$ cat config.mk
export PLATFORM = sky130hd
export DESIGN_NAME = mem_bus_arbiter_flat
export DESIGN_NICKNAME = d
export VERILOG_FILES = /design/src/rtl/mem_bus_arbiter_if.sv /design/src/rtl/mem_bus_arbiter.sv /design/src/flat_wrapper.sv
export SDC_FILE = /design/constraint.sdc
export NUM_CORES = 1
export LEC_CHECK = 0
export CAP_MARGIN = 20
export CORE_MARGIN = 1.5
export CORE_UTILIZATION = 25
export CTS_BUF_LIST = sky130_fd_sc_hd__clkbuf_8 sky130_fd_sc_hd__clkbuf_16
export CTS_CLUSTER_DIAMETER = 80
export DETAILED_ROUTE_END_ITERATION = 10
export PLACE_DENSITY = 0.7
export SLEW_MARGIN = 5
export SYNTH_ARGS = -nofsm -noshare
export SYNTH_HDL_FRONTEND = slang
export SYNTH_SLANG_ARGS = --single-unit
$ cat constraint.sdc
create_clock -name clk -period 2.5 [get_ports clk]
set_input_delay 0.5 -clock clk [delete_from_list [all_inputs] [get_ports clk]]
set_output_delay 0.5 -clock clk [all_outputs]
set_load 0.005 [all_outputs]
$ cat src/rtl/mem_bus_arbiter_if.sv
// rtl/mem_bus_arbiter_if.sv - I/D requester, response and memory-port signals of mem_bus_arbiter
//
// Purpose: bundles everything between the core pipeline, the arbiter and the
// memory/MMIO block so the arbiter takes a single bus port.
// Ports (signals):
//   i_req_* / d_req_*   requester commands (valid/ready/addr/wen/wdata)
//   i_resp_* / d_resp_* per-requester response strobe and timeout flag
//   resp_rdata          shared response read data
//   mem_cmd_* / mem_*   command to memory and its response
// Modports:
//   slave  - the arbiter's view
//   master - the surrounding core + memory view (drives requests and memory replies)
interface mem_bus_arbiter_if #(
    parameter int ADDR_WIDTH = 32,
    parameter int DATA_WIDTH = 32
);
    logic                  i_req_valid;
    logic                  i_req_ready;
    logic [ADDR_WIDTH-1:0] i_req_addr;
    logic                  i_req_wen;
    logic [DATA_WIDTH-1:0] i_req_wdata;
    logic                  i_resp_valid;
    logic                  i_resp_err;

    logic                  d_req_valid;
    logic                  d_req_ready;
    logic [ADDR_WIDTH-1:0] d_req_addr;
    logic                  d_req_wen;
    logic [DATA_WIDTH-1:0] d_req_wdata;
    logic                  d_resp_valid;
    logic                  d_resp_err;

    logic [DATA_WIDTH-1:0] resp_rdata;

    logic                  mem_cmd_valid;
    logic                  mem_cmd_ready;
    logic [ADDR_WIDTH-1:0] mem_addr;
    logic                  mem_wen;
    logic [DATA_WIDTH-1:0] mem_wdata;
    logic                  mem_resp_valid;
    logic [DATA_WIDTH-1:0] mem_rdata;

    modport slave (
        input  i_req_valid, i_req_addr, i_req_wen, i_req_wdata,
        input  d_req_valid, d_req_addr, d_req_wen, d_req_wdata,
        input  mem_cmd_ready, mem_resp_valid, mem_rdata,
        output i_req_ready, i_resp_valid, i_resp_err,
        output d_req_ready, d_resp_valid, d_resp_err,
        output resp_rdata,
        output mem_cmd_valid, mem_addr, mem_wen, mem_wdata
    );

    modport master (
        output i_req_valid, i_req_addr, i_req_wen, i_req_wdata,
        output d_req_valid, d_req_addr, d_req_wen, d_req_wdata,
        output mem_cmd_ready, mem_resp_valid, mem_rdata,
        input  i_req_ready, i_resp_valid, i_resp_err,
        input  d_req_ready, d_resp_valid, d_resp_err,
        input  resp_rdata,
        input  mem_cmd_valid, mem_addr, mem_wen, mem_wdata
    );
endinterface

$ cat src/rtl/mem_bus_arbiter.sv
// rtl/mem_bus_arbiter.sv - round-robin I/D arbiter for the single memory port, with response watchdog
//
// Purpose: grants one of the instruction-fetch (I) or data (D) requesters,
// issues its command to memory, waits for the single response and routes it
// back to the owner. If memory stays silent for TIMEOUT cycles after the
// command handshake the owner gets an error response instead.
// Ports:
//   clk    - system clock, all state on posedge
//   reset  - synchronous, active-high
//   bus    - mem_bus_arbiter_if.slave: requester, response and memory signals
module mem_bus_arbiter #(
    parameter int ADDR_WIDTH = 32,
    parameter int DATA_WIDTH = 32,
    parameter int TIMEOUT    = 255
) (
    input logic                clk,
    input logic                reset,
    mem_bus_arbiter_if.slave   bus
);
    localparam int TW = $clog2(TIMEOUT + 1);

    typedef enum logic [1:0] {
        S_IDLE  = 2'd0,
        S_ISSUE = 2'd1,
        S_WAIT  = 2'd2
    } state_t;

    typedef enum logic {
        OWN_I = 1'b0,
        OWN_D = 1'b1
    } owner_t;

    state_t                state_q, state_d;
    owner_t                owner_q, owner_d;
    owner_t                last_q, last_d;
    logic [TW-1:0]         timer_q, timer_d;
    logic [ADDR_WIDTH-1:0] addr_q, addr_d;
    logic                  wen_q, wen_d;
    logic [DATA_WIDTH-1:0] wdata_q, wdata_d;

    logic                  grant_i;
    logic                  grant_d;
    logic                  cmd_valid;
    logic                  resp_fire;
    logic                  resp_err;
    logic [DATA_WIDTH-1:0] resp_rdata;

    always_ff @(posedge clk) begin
        if (reset) begin
            state_q <= S_IDLE;
            owner_q <= OWN_I;
            last_q  <= OWN_D;   // I wins the first tie after reset
            timer_q <= '0;
            addr_q  <= '0;
            wen_q   <= 1'b0;
            wdata_q <= '0;
        end else begin
            state_q <= state_d;
            owner_q <= owner_d;
            last_q  <= last_d;
            timer_q <= timer_d;
            addr_q  <= addr_d;
            wen_q   <= wen_d;
            wdata_q <= wdata_d;
        end
    end

    always_comb begin
        state_d    = state_q;
        owner_d    = owner_q;
        last_d     = last_q;
        timer_d    = timer_q;
        addr_d     = addr_q;
        wen_d      = wen_q;
        wdata_d    = wdata_q;
        grant_i    = 1'b0;
        grant_d    = 1'b0;
        cmd_valid  = 1'b0;
        resp_fire  = 1'b0;
        resp_err   = 1'b0;
        resp_rdata = '0;

        case (state_q)
            S_IDLE: begin
                // Grant depends only on requester valids and last_q, so no
                // mem_* input reaches the *_req_ready outputs.
                if (bus.i_req_valid && (!bus.d_req_valid || last_q == OWN_D)) begin
                    grant_i = 1'b1;
                end else if (bus.d_req_valid) begin
                    grant_d = 1'b1;
                end

                if (grant_i) begin
                    addr_d  = bus.i_req_addr;
                    wen_d   = bus.i_req_wen;
                    wdata_d = bus.i_req_wdata;
                    owner_d = OWN_I;
                    last_d  = OWN_I;
                    state_d = S_ISSUE;
                end else if (grant_d) begin
                    addr_d  = bus.d_req_addr;
                    wen_d   = bus.d_req_wen;
                    wdata_d = bus.d_req_wdata;
                    owner_d = OWN_D;
                    last_d  = OWN_D;
                    state_d = S_ISSUE;
                end
            end

            S_ISSUE: begin
                cmd_valid = 1'b1;
                if (bus.mem_cmd_ready) begin
                    timer_d = '0;
                    state_d = S_WAIT;
                end
            end

            S_WAIT: begin
                timer_d = timer_q + 1'b1;
                // A real response in the last watchdog cycle still wins over the error.
                if (bus.mem_resp_valid) begin
                    resp_fire  = 1'b1;
                    resp_rdata = bus.mem_rdata;
                    state_d    = S_IDLE;
                end else if (timer_q == TW'(TIMEOUT - 1)) begin
                    resp_fire  = 1'b1;
                    resp_err   = 1'b1;
                    state_d    = S_IDLE;
                end
            end

            default: begin
                state_d = S_IDLE;
            end
        endcase
    end

    assign bus.i_req_ready   = grant_i;
    assign bus.d_req_ready   = grant_d;
    assign bus.i_resp_valid  = resp_fire && (owner_q == OWN_I);
    assign bus.d_resp_valid  = resp_fire && (owner_q == OWN_D);
    assign bus.i_resp_err    = resp_err && (owner_q == OWN_I);
    assign bus.d_resp_err    = resp_err && (owner_q == OWN_D);
    assign bus.resp_rdata    = resp_rdata;
    assign bus.mem_cmd_valid = cmd_valid;
    assign bus.mem_addr      = addr_q;
    assign bus.mem_wen       = wen_q;
    assign bus.mem_wdata     = wdata_q;
endmodule
$ cat src/flat_wrapper.sv
// flat-port wrapper written by rule: the top's interface ports become plain ports
module mem_bus_arbiter_flat 
#(
    parameter int ADDR_WIDTH = 32,
    parameter int DATA_WIDTH = 32,
    parameter int TIMEOUT    = 255
)
  (clk, reset, bus_i_req_valid, bus_i_req_addr, bus_i_req_wen, bus_i_req_wdata, bus_d_req_valid, bus_d_req_addr, bus_d_req_wen, bus_d_req_wdata, bus_mem_cmd_ready, bus_mem_resp_valid, bus_mem_rdata, bus_i_req_ready, bus_i_resp_valid, bus_i_resp_err, bus_d_req_ready, bus_d_resp_valid, bus_d_resp_err, bus_resp_rdata, bus_mem_cmd_valid, bus_mem_addr, bus_mem_wen, bus_mem_wdata);
  mem_bus_arbiter_if #(.ADDR_WIDTH(ADDR_WIDTH), .DATA_WIDTH(DATA_WIDTH)) bus_i ();
  input logic clk;
  input logic reset;
  input wire logic [$bits(bus_i.i_req_valid)-1:0] bus_i_req_valid;
  input wire logic [$bits(bus_i.i_req_addr)-1:0] bus_i_req_addr;
  input wire logic [$bits(bus_i.i_req_wen)-1:0] bus_i_req_wen;
  input wire logic [$bits(bus_i.i_req_wdata)-1:0] bus_i_req_wdata;
  input wire logic [$bits(bus_i.d_req_valid)-1:0] bus_d_req_valid;
  input wire logic [$bits(bus_i.d_req_addr)-1:0] bus_d_req_addr;
  input wire logic [$bits(bus_i.d_req_wen)-1:0] bus_d_req_wen;
  input wire logic [$bits(bus_i.d_req_wdata)-1:0] bus_d_req_wdata;
  input wire logic [$bits(bus_i.mem_cmd_ready)-1:0] bus_mem_cmd_ready;
  input wire logic [$bits(bus_i.mem_resp_valid)-1:0] bus_mem_resp_valid;
  input wire logic [$bits(bus_i.mem_rdata)-1:0] bus_mem_rdata;
  output wire logic [$bits(bus_i.i_req_ready)-1:0] bus_i_req_ready;
  output wire logic [$bits(bus_i.i_resp_valid)-1:0] bus_i_resp_valid;
  output wire logic [$bits(bus_i.i_resp_err)-1:0] bus_i_resp_err;
  output wire logic [$bits(bus_i.d_req_ready)-1:0] bus_d_req_ready;
  output wire logic [$bits(bus_i.d_resp_valid)-1:0] bus_d_resp_valid;
  output wire logic [$bits(bus_i.d_resp_err)-1:0] bus_d_resp_err;
  output wire logic [$bits(bus_i.resp_rdata)-1:0] bus_resp_rdata;
  output wire logic [$bits(bus_i.mem_cmd_valid)-1:0] bus_mem_cmd_valid;
  output wire logic [$bits(bus_i.mem_addr)-1:0] bus_mem_addr;
  output wire logic [$bits(bus_i.mem_wen)-1:0] bus_mem_wen;
  output wire logic [$bits(bus_i.mem_wdata)-1:0] bus_mem_wdata;
  assign bus_i.i_req_valid = bus_i_req_valid;
  assign bus_i.i_req_addr = bus_i_req_addr;
  assign bus_i.i_req_wen = bus_i_req_wen;
  assign bus_i.i_req_wdata = bus_i_req_wdata;
  assign bus_i.d_req_valid = bus_d_req_valid;
  assign bus_i.d_req_addr = bus_d_req_addr;
  assign bus_i.d_req_wen = bus_d_req_wen;
  assign bus_i.d_req_wdata = bus_d_req_wdata;
  assign bus_i.mem_cmd_ready = bus_mem_cmd_ready;
  assign bus_i.mem_resp_valid = bus_mem_resp_valid;
  assign bus_i.mem_rdata = bus_mem_rdata;
  assign bus_i_req_ready = bus_i.i_req_ready;
  assign bus_i_resp_valid = bus_i.i_resp_valid;
  assign bus_i_resp_err = bus_i.i_resp_err;
  assign bus_d_req_ready = bus_i.d_req_ready;
  assign bus_d_resp_valid = bus_i.d_resp_valid;
  assign bus_d_resp_err = bus_i.d_resp_err;
  assign bus_resp_rdata = bus_i.resp_rdata;
  assign bus_mem_cmd_valid = bus_i.mem_cmd_valid;
  assign bus_mem_addr = bus_i.mem_addr;
  assign bus_mem_wen = bus_i.mem_wen;
  assign bus_mem_wdata = bus_i.mem_wdata;
  mem_bus_arbiter #(.ADDR_WIDTH(ADDR_WIDTH), .DATA_WIDTH(DATA_WIDTH), .TIMEOUT(TIMEOUT)) u_core (.clk(clk), .reset(reset), .bus(bus_i));
endmodule
Word level (Yosys, flattened, before mapping)
Cells that the tools add are included.
- register bits after elaboration: 77
- bits of input ports: 168
- output and inout bits: 104
- add/sub/neg operators: 1
- equal/unequal tests: 6
- multiplexer cells: 31
- bitwise operators: 1
- reduce and logical (&&, ||, !) cells: 13
- operators with widths (cell ; number):
    32-bit two-way mux ; 6
    1-bit two-way mux ; 17
    8-bit one-hot mux with 2 select lines ; 1
    2-bit two-way mux ; 5
    8-bit by 1-bit adder with 8-bit output (second input constant) ; 1
    8-bit equality test (second input constant) ; 1
    8-bit two-way mux ; 1
    2-bit one-hot mux with 3 select lines ; 1
    1-bit logical AND ; 5
    2-bit AND reduction ; 2
    2-bit nonzero test ; 2
    3-bit by 1-bit inequality test with 1-bit output (second input constant) ; 1
    3-bit by 2-bit inequality test with 1-bit output (second input constant) ; 1
    3-bit AND reduction ; 1
    2-bit by 1-bit equality test with 1-bit output (second input constant) ; 1
    2-bit equality test (second input constant) ; 1
    2-bit zero test ; 1
    2-bit inequality test (second input constant) ; 1
    1-bit zero test ; 1
    1-bit logical OR ; 1
    1-bit inverter ; 1

Longest topological paths before layout
Gate-level depths: netlist (run 1).
- depth in word-level cells: 8
- depth in mapped cells: 7
- mapped depth without buffers: 5

Worst setup path before layout (run 1)
No wires, ideal clock.
- path type: input port to output port
- start point: input port bus_d_req_valid
- end point: output port bus_d_req_ready
- arrival: 1.052 ns
- data required time: 2.000 ns
- slack: 0.948 ns
- cell stages on the path: 4
- cell sequence: nor2b_4 buf_6 nand2b_1 and3_1
- word-level cells in the longest chain between the ends: 6
- elaborated cells on any way between the ends: 7
- ends and longest elaborated chain (element ; line ; RTL):
    start: declaration ; flat_wrapper.sv:16 ; input wire logic [$bits(bus_i.d_req_valid)-1:0] bus_d_req_valid;
    1-bit zero test ; mem_bus_arbiter.sv:87 ; if (bus.i_req_valid && (!bus.d_req_valid || last_q == OWN_D)) begin
    1-bit logical OR ; mem_bus_arbiter.sv:87 ;
    1-bit logical AND ; mem_bus_arbiter.sv:87 ;
    1-bit two-way mux (*) ; mem_bus_arbiter.sv:87 ;
    1-bit two-way mux (*) (2 in series) ; mem_bus_arbiter.sv:83 ; case (state_q)
    end: declaration ; flat_wrapper.sv:26 ; output wire logic [$bits(bus_i.d_req_ready)-1:0] bus_d_req_ready;
Mark *: on every way between the ends. The rest lies on a longest branch, timed or not. The select of a mux whose other input is x is not followed.

Final worst setup path (run 1)
- start point: input port bus_mem_resp_valid
- end point: output port bus_resp_rdata[17]
- word-level cells in the longest chain between the ends: 2
- ends and longest elaborated chain (element ; line ; RTL):
    start: declaration ; flat_wrapper.sv:21 ; input wire logic [$bits(bus_i.mem_resp_valid)-1:0] bus_mem_resp_valid;
    32-bit two-way mux ; mem_bus_arbiter.sv:121 ; if (bus.mem_resp_valid) begin
    32-bit two-way mux ; mem_bus_arbiter.sv:83 ;
    end: declaration ; flat_wrapper.sv:29 ; output wire logic [$bits(bus_i.resp_rdata)-1:0] bus_resp_rdata;
No other way between the ends.

==> results of run 1 <==
==> power groups by stage <==
stage	clock (uW)	sequential, uW	combinational, uW
after floorplan	0	1500	554
final	1510	1470	1320
after global routing	1610	1490	1430
after detailed placement	0	1490	1330
after global placement	0	1490	1320
after CTS	1560	1470	1330
==> per-stage QoR <==
stage               setup slack, ns  std cells
floorplan                     0.948        506
global placement             0.0542        945
detailed placement           0.0529        945
CTS                          0.0346        961
global route                0.00948        961
finish                       0.0638        961
==> worst max-delay path, delay by kind of cell <==
kind / cells / cell delay [ns]
simple gates: 1 / 0.19
buf+inv: 3 / 1.23
==> layer usage <==
| layer | track usage | share of wire | vias up |
|---|---|---|---|
| met3 | 0.0692 | 0.078 | 26 |
| met4 | 0.0484 | 0.020 | 0 |
| li1 | - | - | 2408 |
| met5 | 0 | 0 | - |
| met1 | 0.232 | 0.44 | 2326 |
| met2 | 0.290 | 0.46 | 199 |
==> sequential cells by signal, summed over array words and instances, names as in the netlist <==
| register | count |
|---|---|
| u_core.state_q | 2 |
| u_core.last_q | 1 |
| u_core.bus.mem_wen | 1 |
| u_core.owner_q | 1 |
| u_core.bus.mem_wdata | 32 |
| u_core.bus.mem_addr | 32 |
| u_core.timer_q | 8 |
==> final cells by class <==
class,instances,share of cell area
inverters,6,0.00300
multi-input cells,354,0.319
repair buffers,288,0.390
flip-flops and latches,77,0.206
clock buffers,10,0.0319
well taps,220,0.0367
clock inverters,6,0.0137
==> kinds of logic (layout without fill, tap and decap cells) <==
| group | count (synthesis) | after routing | share of synthesized area |
|---|---|---|---|
| muxes | 1 | 1 | 0.00233 |
| buffers and inverters | 75 | 310 | 0.0888 |
| adders and majority gates | 2 | 2 | 0.00582 |
| DFF | 77 | 77 | 0.359 |
| and+or+nand+nor | 132 | 132 | 0.213 |
| AOI/OAI and AO/OA | 219 | 219 | 0.332 |
==> cell usage after synthesis (2+ instances only) <==
master / count
a311oi_1: 66
o211ai_1: 3
nand3b_1: 67
nor2_1: 4
a21oi_1: 63
dfxtp_1: 77
inv_1: 5
buf_1: 2
o21ai_0: 64
or3_1: 3
a221oi_1: 2
buf_2: 27
o21ai_1: 3
buf_6: 4
clkbuf_2: 5
nor2b_1: 2
buf_4: 5
nor3_1: 2
clkbuf_1: 25
nand3_1: 5
nand2_1: 3
a21oi_2: 10
and3_1: 36
nand2b_1: 3
o211a_1: 2
ha_1: 2
==> worst max-delay path by stage <==
stage	from	end	slack, ns	cells after the start
finish	bus_mem_resp_valid	bus_resp_rdata[17]	0.06	4
global route	bus_mem_resp_valid	bus_resp_rdata[17]	0.009	4
CTS	u_core.timer_q[0]	bus_i_resp_err	0.03	6
detailed placement	bus_mem_resp_valid	bus_resp_rdata[17]	0.05	4
global placement	bus_mem_resp_valid	bus_resp_rdata[17]	0.05	4
floorplan	bus_d_req_valid	bus_d_req_ready	0.95	4
==> flow_summary.rst, run 1 <==
.. list-table::
   :header-rows: 1

   * - Metric
     - Value
   * - Result of the run
     - completed
   * - Fill cell instance count of the final layout
     - about 1,600
   * - Commonest non-fill, non-tap cell in the layout
     - clkdlybuf4s50_1
   * - Total congestion overflow after global routing
     - 0
   * - Top post-synthesis cells by area
     - dfxtp_1 36%, a311oi_1 13%, nand3b_1 12%
   * - Most Frequent Cell on Critical Path
     - clkdlybuf4s50_1
   * - Drt first pass iters
     - 5
   * - Worst vdd ir
     - around 0.36 mV
   * - Sequential fraction of design power
     - 0.342
   * - Dominant synthesized flop cell
     - dfxtp_1
   * - Most frequent cells in the layout
     - 269 x clkdlybuf4s50_1, 77 x dfxtp_1, 67 x nand3b_1, 66 x a311oi_1, 64 x o21ai_0
   * - Number of antenna violations at the first check in global routing
     - 0
   * - Final Critical Period
     - 2.44 ns
   * - Net switching power
     - roughly 1200 uW
   * - Worst hold path endpoint
     - u_core.state_q[0]
   * - Total power
     - 4300 uW
   * - Share of power burned in combinational logic
     - 0.306
   * - Mapped Cells
     - ~510
   * - Power Dens Cells
     - between 500 and 600 nW/um^2
   * - Clock transition at path regs
     - approximately 0.06 ns
   * - Max Clock Freq
     - 0.410 GHz
   * - Number of instances on the worst hold path
     - 1
   * - Vias in the first global route
     - about 4,800
   * - Clock latency on the worst-skew pair
     - approximately 0.34 ns
   * - Unique masters post-synth
     - between 40 and 50
   * - Clock tree from TritonCTS
     - yes
   * - Count of antenna diodes in the layout
     - 0
   * - Effective utilization at floorplan
     - 0.257
   * - Final Wtd Congestion
     - 0.791
   * - Min Hold Slack
     - between 0.4 and 0.5 ns
   * - Remaining antenna violation count
     - 0
   * - Average size of a mapped cell
     - 8.49 um^2
   * - Wire length of the first global-routing pass
     - 26.0 mm
   * - Delay of the slowest critical-path stage
     - 0.53 ns
   * - Syn Std Cell Area
     - 4300 um^2
   * - CP max stage cell
     - clkdlybuf4s50_1
   * - Worst reg2reg path endpoint
     - u_core.bus.mem_addr[7]
   * - Yosys top cell area share
     - 0.359
   * - Final std cell area, no fill
     - ~7500 um^2
   * - Post-route setup TNS
     - 0 ns
   * - Row count
     - 47
   * - Overall die height
     - 134 um
   * - Cell taking the most area after synthesis
     - dfxtp_1
   * - Max-cap violation count
     - 0
   * - Critical path arrival
     - 1.94 ns
   * - Cell area after placement
     - 7140 um^2
   * - Startpoint of the lowest-slack hold path
     - u_core.state_q[1]
   * - Critical path cell sequence
     - clkdlybuf4s50_1 > buf_8 > and3_1 > clkdlybuf4s50_1
   * - Hold Violations, Final
     - 0
   * - Power share of the clock group
     - 0.352
   * - Fraction of the yosys area taken by sequential cells
     - 0.359
   * - Type of the most critical hold path
     - flip-flop to flip-flop
   * - Number of buffer cells added on primary ports
     - between 200 and 300
   * - Reg area
     - roughly 1500 um^2
   * - Number of buffers created by CTS
     - 9
   * - Maximum number of pins on one net before global-route repair
     - roughly 130
   * - Launch instance of the worst register-to-register path
     - u_core.state_q[1]
   * - Worst clock skew on the final layout
     - 0.00381 ns
   * - Register bit total from synthesis
     - 77
   * - Post-synth ARST share
     - 0
   * - R2R Setup Slk
     - just under 1 ns
   * - Required time at the worst-slack endpoint
     - approximately 2.0 ns
   * - Share of post-route cells with drive strength above 1
     - 0.0715
   * - Top-Level Pins
     - ~270
   * - Cell chosen for the clock root
     - clkbuf_16
   * - Core footprint
     - ~17,000 um^2
   * - Final Cycle Share
     - 0.974
   * - Synthesized Nets
     - approximately 680
   * - Quantity of gates resized following cts
     - 0
   * - Number of remaining DRC errors
     - 0
   * - Wire length after detailed routing
     - about 17 mm
   * - Global-route total usage across every layer
     - 0.182
   * - Overall via count from detail_route
     - ~5,000
   * - Drt initial violations
     - between 200 and 300
   * - Post-CTS Hold Fix Bufs
     - 0
   * - Post-synth EDFFs
     - 0
   * - Setup repair after global routing missed its margin
     - no
   * - Internal power
     - roughly 3100 uW
   * - H-tree Lvls
     - 3
   * - Switching part of the total power
     - 0.269
   * - Count of cells along the worst register-to-register path
     - 5
   * - Yosys warning total
     - 0
   * - Leakage
     - between 0.002 and 0.003 uW
   * - Via-per-instance ratio
     - approximately 5.2
   * - Slew Limit Fails
     - 0
   * - Max FO, Critical Path
     - 34
   * - Layout-stage area growth over the synthesis result
     - 74.4%
   * - Maximum number of buffers from clock root to sink
     - 2
   * - Critical path type
     - input pin to output port
   * - Area used by multi-input combinational logic
     - 2390 um^2
   * - Setup violation total in the final timing report
     - 0
   * - Critical Path Sink Type
     - output port
   * - Total number of nets in the final design
     - about 910
   * - Post-CTS Repair Setup Buffers
     - 0
   * - Clock sink count
     - between 70 and 80
   * - Critical path launch point type
     - input pin
   * - Final HPWL from detailed placement
     - between 10 and 15 mm
   * - Relative max-transition margin
     - 0.619
   * - Total Die Area
     - 18,000 um^2
   * - Fin util
     - 0.449
   * - Horizontal extent of the die
     - 134 um
   * - Avg WL per Cell
     - about 17 um
   * - Least-Margin Pin Slew
     - roughly 0.57 ns
(Power assumes the default switching activity.)
==> run 2: changes to the inputs <==
CORE_MARGIN = 5   (was 1.5)
==> run 2 against run 1 <==
Clock power is 5% lower. Non-clock buffer count is 1 higher. Cell count is 0.62% higher. Design area is 0.10% lower. First-iteration DRC count is 18% lower. Critical endpoint is now bus_resp_rdata[18]. Largest power group is now registers.
==> flow_summary.rst, run 2 (synthesized netlist as in run 1, its figures left out) <==
.. list-table::
   :header-rows: 1

   * - Metric
     - Value
   * - Most frequent cells in the layout
     - 269 x clkdlybuf4s50_1, 77 x dfxtp_1, 67 x nand3b_1, 66 x a311oi_1, 64 x o21ai_0
   * - Count of antenna diodes in the layout
     - 0
   * - Cell chosen for the clock root
     - clkbuf_16
   * - CP max stage cell
     - clkdlybuf4s50_1
   * - Max-cap violation count
     - 0
   * - Required time at the worst-slack endpoint
     - approximately 2.0 ns
   * - Total power
     - about 4200 uW
   * - Total number of nets in the final design
     - a little over 900
   * - Worst vdd ir
     - around 0.31 mV
   * - Number of antenna violations at the first check in global routing
     - 0
   * - Launch instance of the worst register-to-register path
     - u_core.state_q[1]
   * - Least-Margin Pin Slew
     - around 0.85 ns
   * - Result of the run
     - completed
   * - Wire length of the first global-routing pass
     - ~26 mm
   * - Setup violation total in the final timing report
     - 0
   * - Number of buffer cells added on primary ports
     - 271
   * - Max FO, Critical Path
     - 34
   * - Core footprint
     - around 17,000 um^2
   * - Post-CTS Repair Setup Buffers
     - 0
   * - Number of buffers created by CTS
     - 9
   * - Hold Violations, Final
     - 0
   * - Critical path cell sequence
     - clkdlybuf4s50_1 > buf_6 > and3_1 > clkdlybuf4s50_1
   * - Critical path type
     - input pin to output port
   * - Post-route setup TNS
     - 0 ns
   * - Relative max-transition margin
     - 0.432
   * - Critical path arrival
     - 1.95 ns
   * - Post-place setup slack
     - 0.0362 ns
   * - Fill cell instance count of the final layout
     - 1,678
   * - Final Critical Period
     - around 2.5 ns
   * - Maximum number of pins on one net before global-route repair
     - 132
   * - Avg WL per Cell
     - around 18 um
   * - Horizontal extent of the die
     - between 100 and 150 um
   * - Commonest non-fill, non-tap cell in the layout
     - clkdlybuf4s50_1
   * - Top-Level Pins
     - around 270
   * - Clock transition at path regs
     - 0.06 ns
   * - Slew Limit Fails
     - 0
   * - Startpoint of the lowest-slack hold path
     - u_core.bus.mem_wdata[0]
   * - Buffers plus inverters on the worst setup path
     - 3
   * - Final std cell area, no fill
     - 7490 um^2
   * - Max Clock Freq
     - 0.408 GHz
   * - Cell area after placement
     - between 7000 and 8000 um^2
   * - H-tree Lvls
     - 3
   * - Clock sink count
     - 77
   * - Total Die Area
     - between 15,000 and 20,000 um^2
   * - Worst clock skew on the final layout
     - 0.0119 ns
   * - Overall die height
     - ~140 um
   * - Leakage
     - 0.00267 uW
   * - Critical Path Sink Type
     - output port
   * - Overall via count from detail_route
     - 4,988
   * - Vias in the first global route
     - around 4,700
   * - Reg area
     - approximately 1500 um^2
   * - Maximum number of buffers from clock root to sink
     - 2
   * - Wire length after detailed routing
     - between 15 and 20 mm
   * - Final HPWL from detailed placement
     - between 10 and 15 mm
   * - Global-route total usage across every layer
     - 0.165
   * - Most Frequent Cell on Critical Path
     - clkdlybuf4s50_1
   * - Via-per-instance ratio
     - approximately 5.2
   * - Final Wtd Congestion
     - ~0.81
   * - Area used by multi-input combinational logic
     - ~2400 um^2
   * - Worst setup path startpoint
     - bus_mem_resp_valid
   * - Drt initial violations
     - 227
   * - Share of post-route cells with drive strength above 1
     - 0.0741
   * - Row count
     - 48
   * - Layout-stage area growth over the synthesis result
     - 74.2%
   * - Clock latency on the worst-skew pair
     - 0.34 ns
   * - Crit-path leading delay family
     - buffers and inverters
   * - Critical path launch point type
     - input pin
   * - Setup repair after global routing missed its margin
     - no
   * - Drt first pass iters
     - 6
   * - Final Cycle Share
     - 0.980
   * - Type of the most critical hold path
     - flip-flop to flip-flop
   * - Remaining antenna violation count
     - 0
   * - Total congestion overflow after global routing
     - 0
   * - Clock tree from TritonCTS
     - yes
   * - Number of remaining DRC errors
     - 0
   * - Setup slack of the critical path after layout
     - ~0.050 ns
   * - Power Dens Cells
     - roughly 560 nW/um^2
   * - Effective utilization at floorplan
     - 0.252
   * - Delay of the slowest critical-path stage
     - just over 0.5 ns
-- run 2: cell type report --
type / count / share of cell area
tap: 225 / 0.0376
clock buffer: 10 / 0.0319
clock inverter: 6 / 0.0115
multi-input combinational: 354 / 0.321
timing repair buffer: 289 / 0.389
sequential: 77 / 0.206
inverter: 6 / 0.00301
-- run 2: stage by stage --
| stage | hold slack [ns] | util | std cells |
|---|---|---|---|
| 5_1_grt | 0.523 | 0.439 | 967 |
| 4_1_cts | 0.508 | 0.438 | 967 |
| 6_report | 0.506 | 0.439 | 967 |
| 3_3_place_gp | 0.493 | 0.419 | 951 |
| 3_5_place_dp | 0.500 | 0.419 | 951 |
| 2_1_floorplan | 0.475 | - | 506 |
-- run 2: final timing paths --
path                                           endpoint  slack, ns  cells past startpoint
worst max register to register   u_core.bus.mem_addr[6]       0.67                      5
worst min register to register  u_core.bus.mem_wdata[0]       0.51                      2
worst max-delay path                 bus_resp_rdata[18]       0.05                      4
worst min-delay path            u_core.bus.mem_wdata[0]       0.51                      2
-- run 2: report_power, final --
group	internal, uW	leakage [uW]	switching (uW)
sequential	1380	0.000637	85.9
clock	900	0.000158	533
combinational	760	0.00188	553
-- run 2: repair_timing --
action	CTS	global route
resized for setup	0	5
setup endpoints to repair	0	31
hold buffers	0	0
-- run 2: per-layer routing --
layer,wire length [um],GRT usage,part of all wire,vias up
met4,615,0.0790,0.035,0
met2,7970,0.255,0.46,202
met5,0,0,0,-
met1,7400,0.210,0.43,2332
li1,-,-,-,2414
met3,1360,0.0492,0.079,40
-- run 2: worst min-delay path, stage by stage (launching register included) --
cell and delay [ns]:
dfxtp_1 0.32, a21oi_2 0.09, a311oi_1 0.05
==> run 3: changes to the inputs <==
CORE_MARGIN = default   (was 5)
==> run 3 against run 2 <==
Setup slack improved by 0.017 ns. Via count decreased by 2.1%. Count of clock-buffer cells in the layout shrank 1. Critical path depth rose by 1. Highest routed layer unchanged.
==> flow_summary.rst, run 3 (synthesized netlist as in run 1, its figures left out) <==
.. list-table::
   :header-rows: 1

   * - Metric
     - Value
   * - Number of remaining DRC errors
     - 0
   * - Count of placed standard cells including taps
     - ~950
   * - Relative max-transition margin
     - 0.413
   * - Overall die height
     - 133 um
   * - Final Cycle Share
     - 0.973
   * - H-tree Lvls
     - 3
   * - Clock tree from TritonCTS
     - yes
   * - Number of buffers created by CTS
     - 9
   * - Share of post-route cells with drive strength above 1
     - 0.0793
   * - Clock latency on the worst-skew pair
     - 0.34 ns
   * - CP max stage cell
     - clkdlybuf4s50_1
   * - Hold Violations, Final
     - 0
   * - Setup repair after global routing missed its margin
     - no
   * - Via-per-instance ratio
     - approximately 5
   * - Post-CTS Hold Fix Bufs
     - 0
   * - Critical Path Sink Type
     - output port
   * - Drt initial violations
     - around 270
   * - Most frequent cells in the layout
     - 268 x clkdlybuf4s50_1, 77 x dfxtp_1, 67 x nand3b_1, 66 x a311oi_1, 64 x o21ai_0
   * - Leakage
     - about 0.0027 uW
   * - Remaining antenna violation count
     - 0
   * - Avg WL per Cell
     - between 15 and 20 um
   * - Critical path cell sequence
     - clkdlybuf4s50_1 > nor2b_4 > nand2b_4 > and3_1 > clkdlybuf4s50_1
   * - Total number of nets in the final design
     - between 900 and 1,000
   * - Horizontal extent of the die
     - ~130 um
   * - Effective utilization at floorplan
     - 0.257
   * - Overall via count from detail_route
     - between 4,000 and 5,000
   * - Critical path launch point type
     - input pin
   * - Drt first pass iters
     - 5
   * - Total congestion overflow after global routing
     - 0
   * - Core footprint
     - between 15,000 and 20,000 um^2
   * - Final Wtd Congestion
     - roughly 0.8
   * - Maximum number of pins on one net before global-route repair
     - 132
   * - Buffers plus inverters on the worst setup path
     - 2
   * - Least-Margin Pin Slew
     - between 0.8 and 0.9 ns
   * - Worst vdd ir
     - between 0.3 and 0.4 mV
   * - Commonest non-fill, non-tap cell in the layout
     - clkdlybuf4s50_1
   * - Required time at the worst-slack endpoint
     - approximately 2.0 ns
   * - Clock sink count
     - 77
   * - Number of buffer cells added on primary ports
     - roughly 270
   * - Maximum number of buffers from clock root to sink
     - 2
   * - Result of the run
     - completed
   * - Top-Level Pins
     - approximately 270
   * - Power Dens Cells
     - around 560 nW/um^2
   * - Cell chosen for the clock root
     - clkbuf_16
   * - Vias in the first global route
     - 4,775
   * - Max FO, Critical Path
     - 2
   * - Met3 Resource Use GR
     - 0.0434
   * - Global Route met1 Usage
     - 0.238
   * - Count of antenna diodes in the layout
     - 0
   * - Layout-stage area growth over the synthesis result
     - 74.5%
   * - Total Die Area
     - about 18,000 um^2
   * - Wire length after detailed routing
     - between 15 and 20 mm
   * - Max Clock Freq
     - just over 0.4 GHz
   * - Critical path type
     - input pin to output port
   * - Most Frequent Cell on Critical Path
     - clkdlybuf4s50_1
   * - Critical path arrival
     - slightly below 2 ns
   * - Slew Limit Fails
     - 0
   * - Met2 usage in global routing
     - 0.302
   * - Post-CTS Repair Setup Buffers
     - 0
   * - Worst clock skew on the final layout
     - 0.00746 ns
   * - Final Critical Period
     - between 2 and 2.5 ns
   * - Max-cap violation count
     - 0
   * - Clock transition at path regs
     - about 0.060 ns
   * - Row count
     - 47
   * - Number of antenna violations at the first check in global routing
     - 0
   * - Type of the most critical hold path
     - flip-flop to flip-flop
   * - Wire length of the first global-routing pass
     - 26.2 mm
   * - Post-route setup TNS
     - 0 ns
   * - Top Usage Layer GRT
     - met2
   * - Final HPWL from detailed placement
     - roughly 11 mm
   * - Delay of the slowest critical-path stage
     - 0.49 ns
   * - Number of standard cells in the layout, taps in and fillers out
     - 964
   * - Global-route total usage across every layer
     - 0.185
   * - Min Hold Slack
     - ~0.5 ns
   * - Crit-path leading delay family
     - buffers and inverters
   * - Setup violation total in the final timing report
     - 0
run 3: layer usage:
layer	wire (um)	up-vias
li1	-	2415
met1	7310	2272
met2	7820	174
met3	1060	23
met4	367	0
met5	0	-
run 3: worst paths after layout:
kind                                         startpoint                 endpoint  slack [ns]  depth (start not counted)
worst min register to register  u_core.bus.mem_wdata[5]  u_core.bus.mem_wdata[5]        0.50                          2
worst max-delay path                    bus_d_req_valid          bus_d_req_ready        0.07                          5
worst min-delay path            u_core.bus.mem_wdata[5]  u_core.bus.mem_wdata[5]        0.50                          2
worst max register to register        u_core.state_q[0]   u_core.bus.mem_addr[2]        0.67                          5
run 3: per-stage QoR:
step	utilization	cell area, um^2	power (uW)	setup WS (ns)
final	0.449	7500	4200	0.0664
after global routing	0.449	7500	4410	0.00618
after CTS	0.448	7480	4250	0.00390
after detailed placement	0.429	7160	2820	-0.0552
after global placement	0.429	7160	2810	-0.0408
after floorplan	-	4300	2060	0.948
run 3: cell type report:
cell class                 instances  area, um^2
fill                            1668        9200
timing repair buffer             291        2940
multi-input combinational        354        2400
sequential                        77        1540
tap                              220         275
clock buffer                       9         225
clock inverter                     7        90.1
inverter                           6        22.5
run 3: where the power goes:
group	switching [uW]	total (uW)	internal [uW]
logic	551	1320	766
registers	86.1	1470	1380
clock network	539	1410	869
total	1180	4200	3020
run 3: repair_timing:
item / CTS / global route
gates cloned: 0 / 0
setup endpoints to repair: 3 / 24
gates resized for setup: 2 / 3
run 3: tightest hold or removal path, cell delays in order (launching register included):
cell	delay, ns
dfxtp_1	0.31
a21oi_2	0.09
a311oi_1	0.05
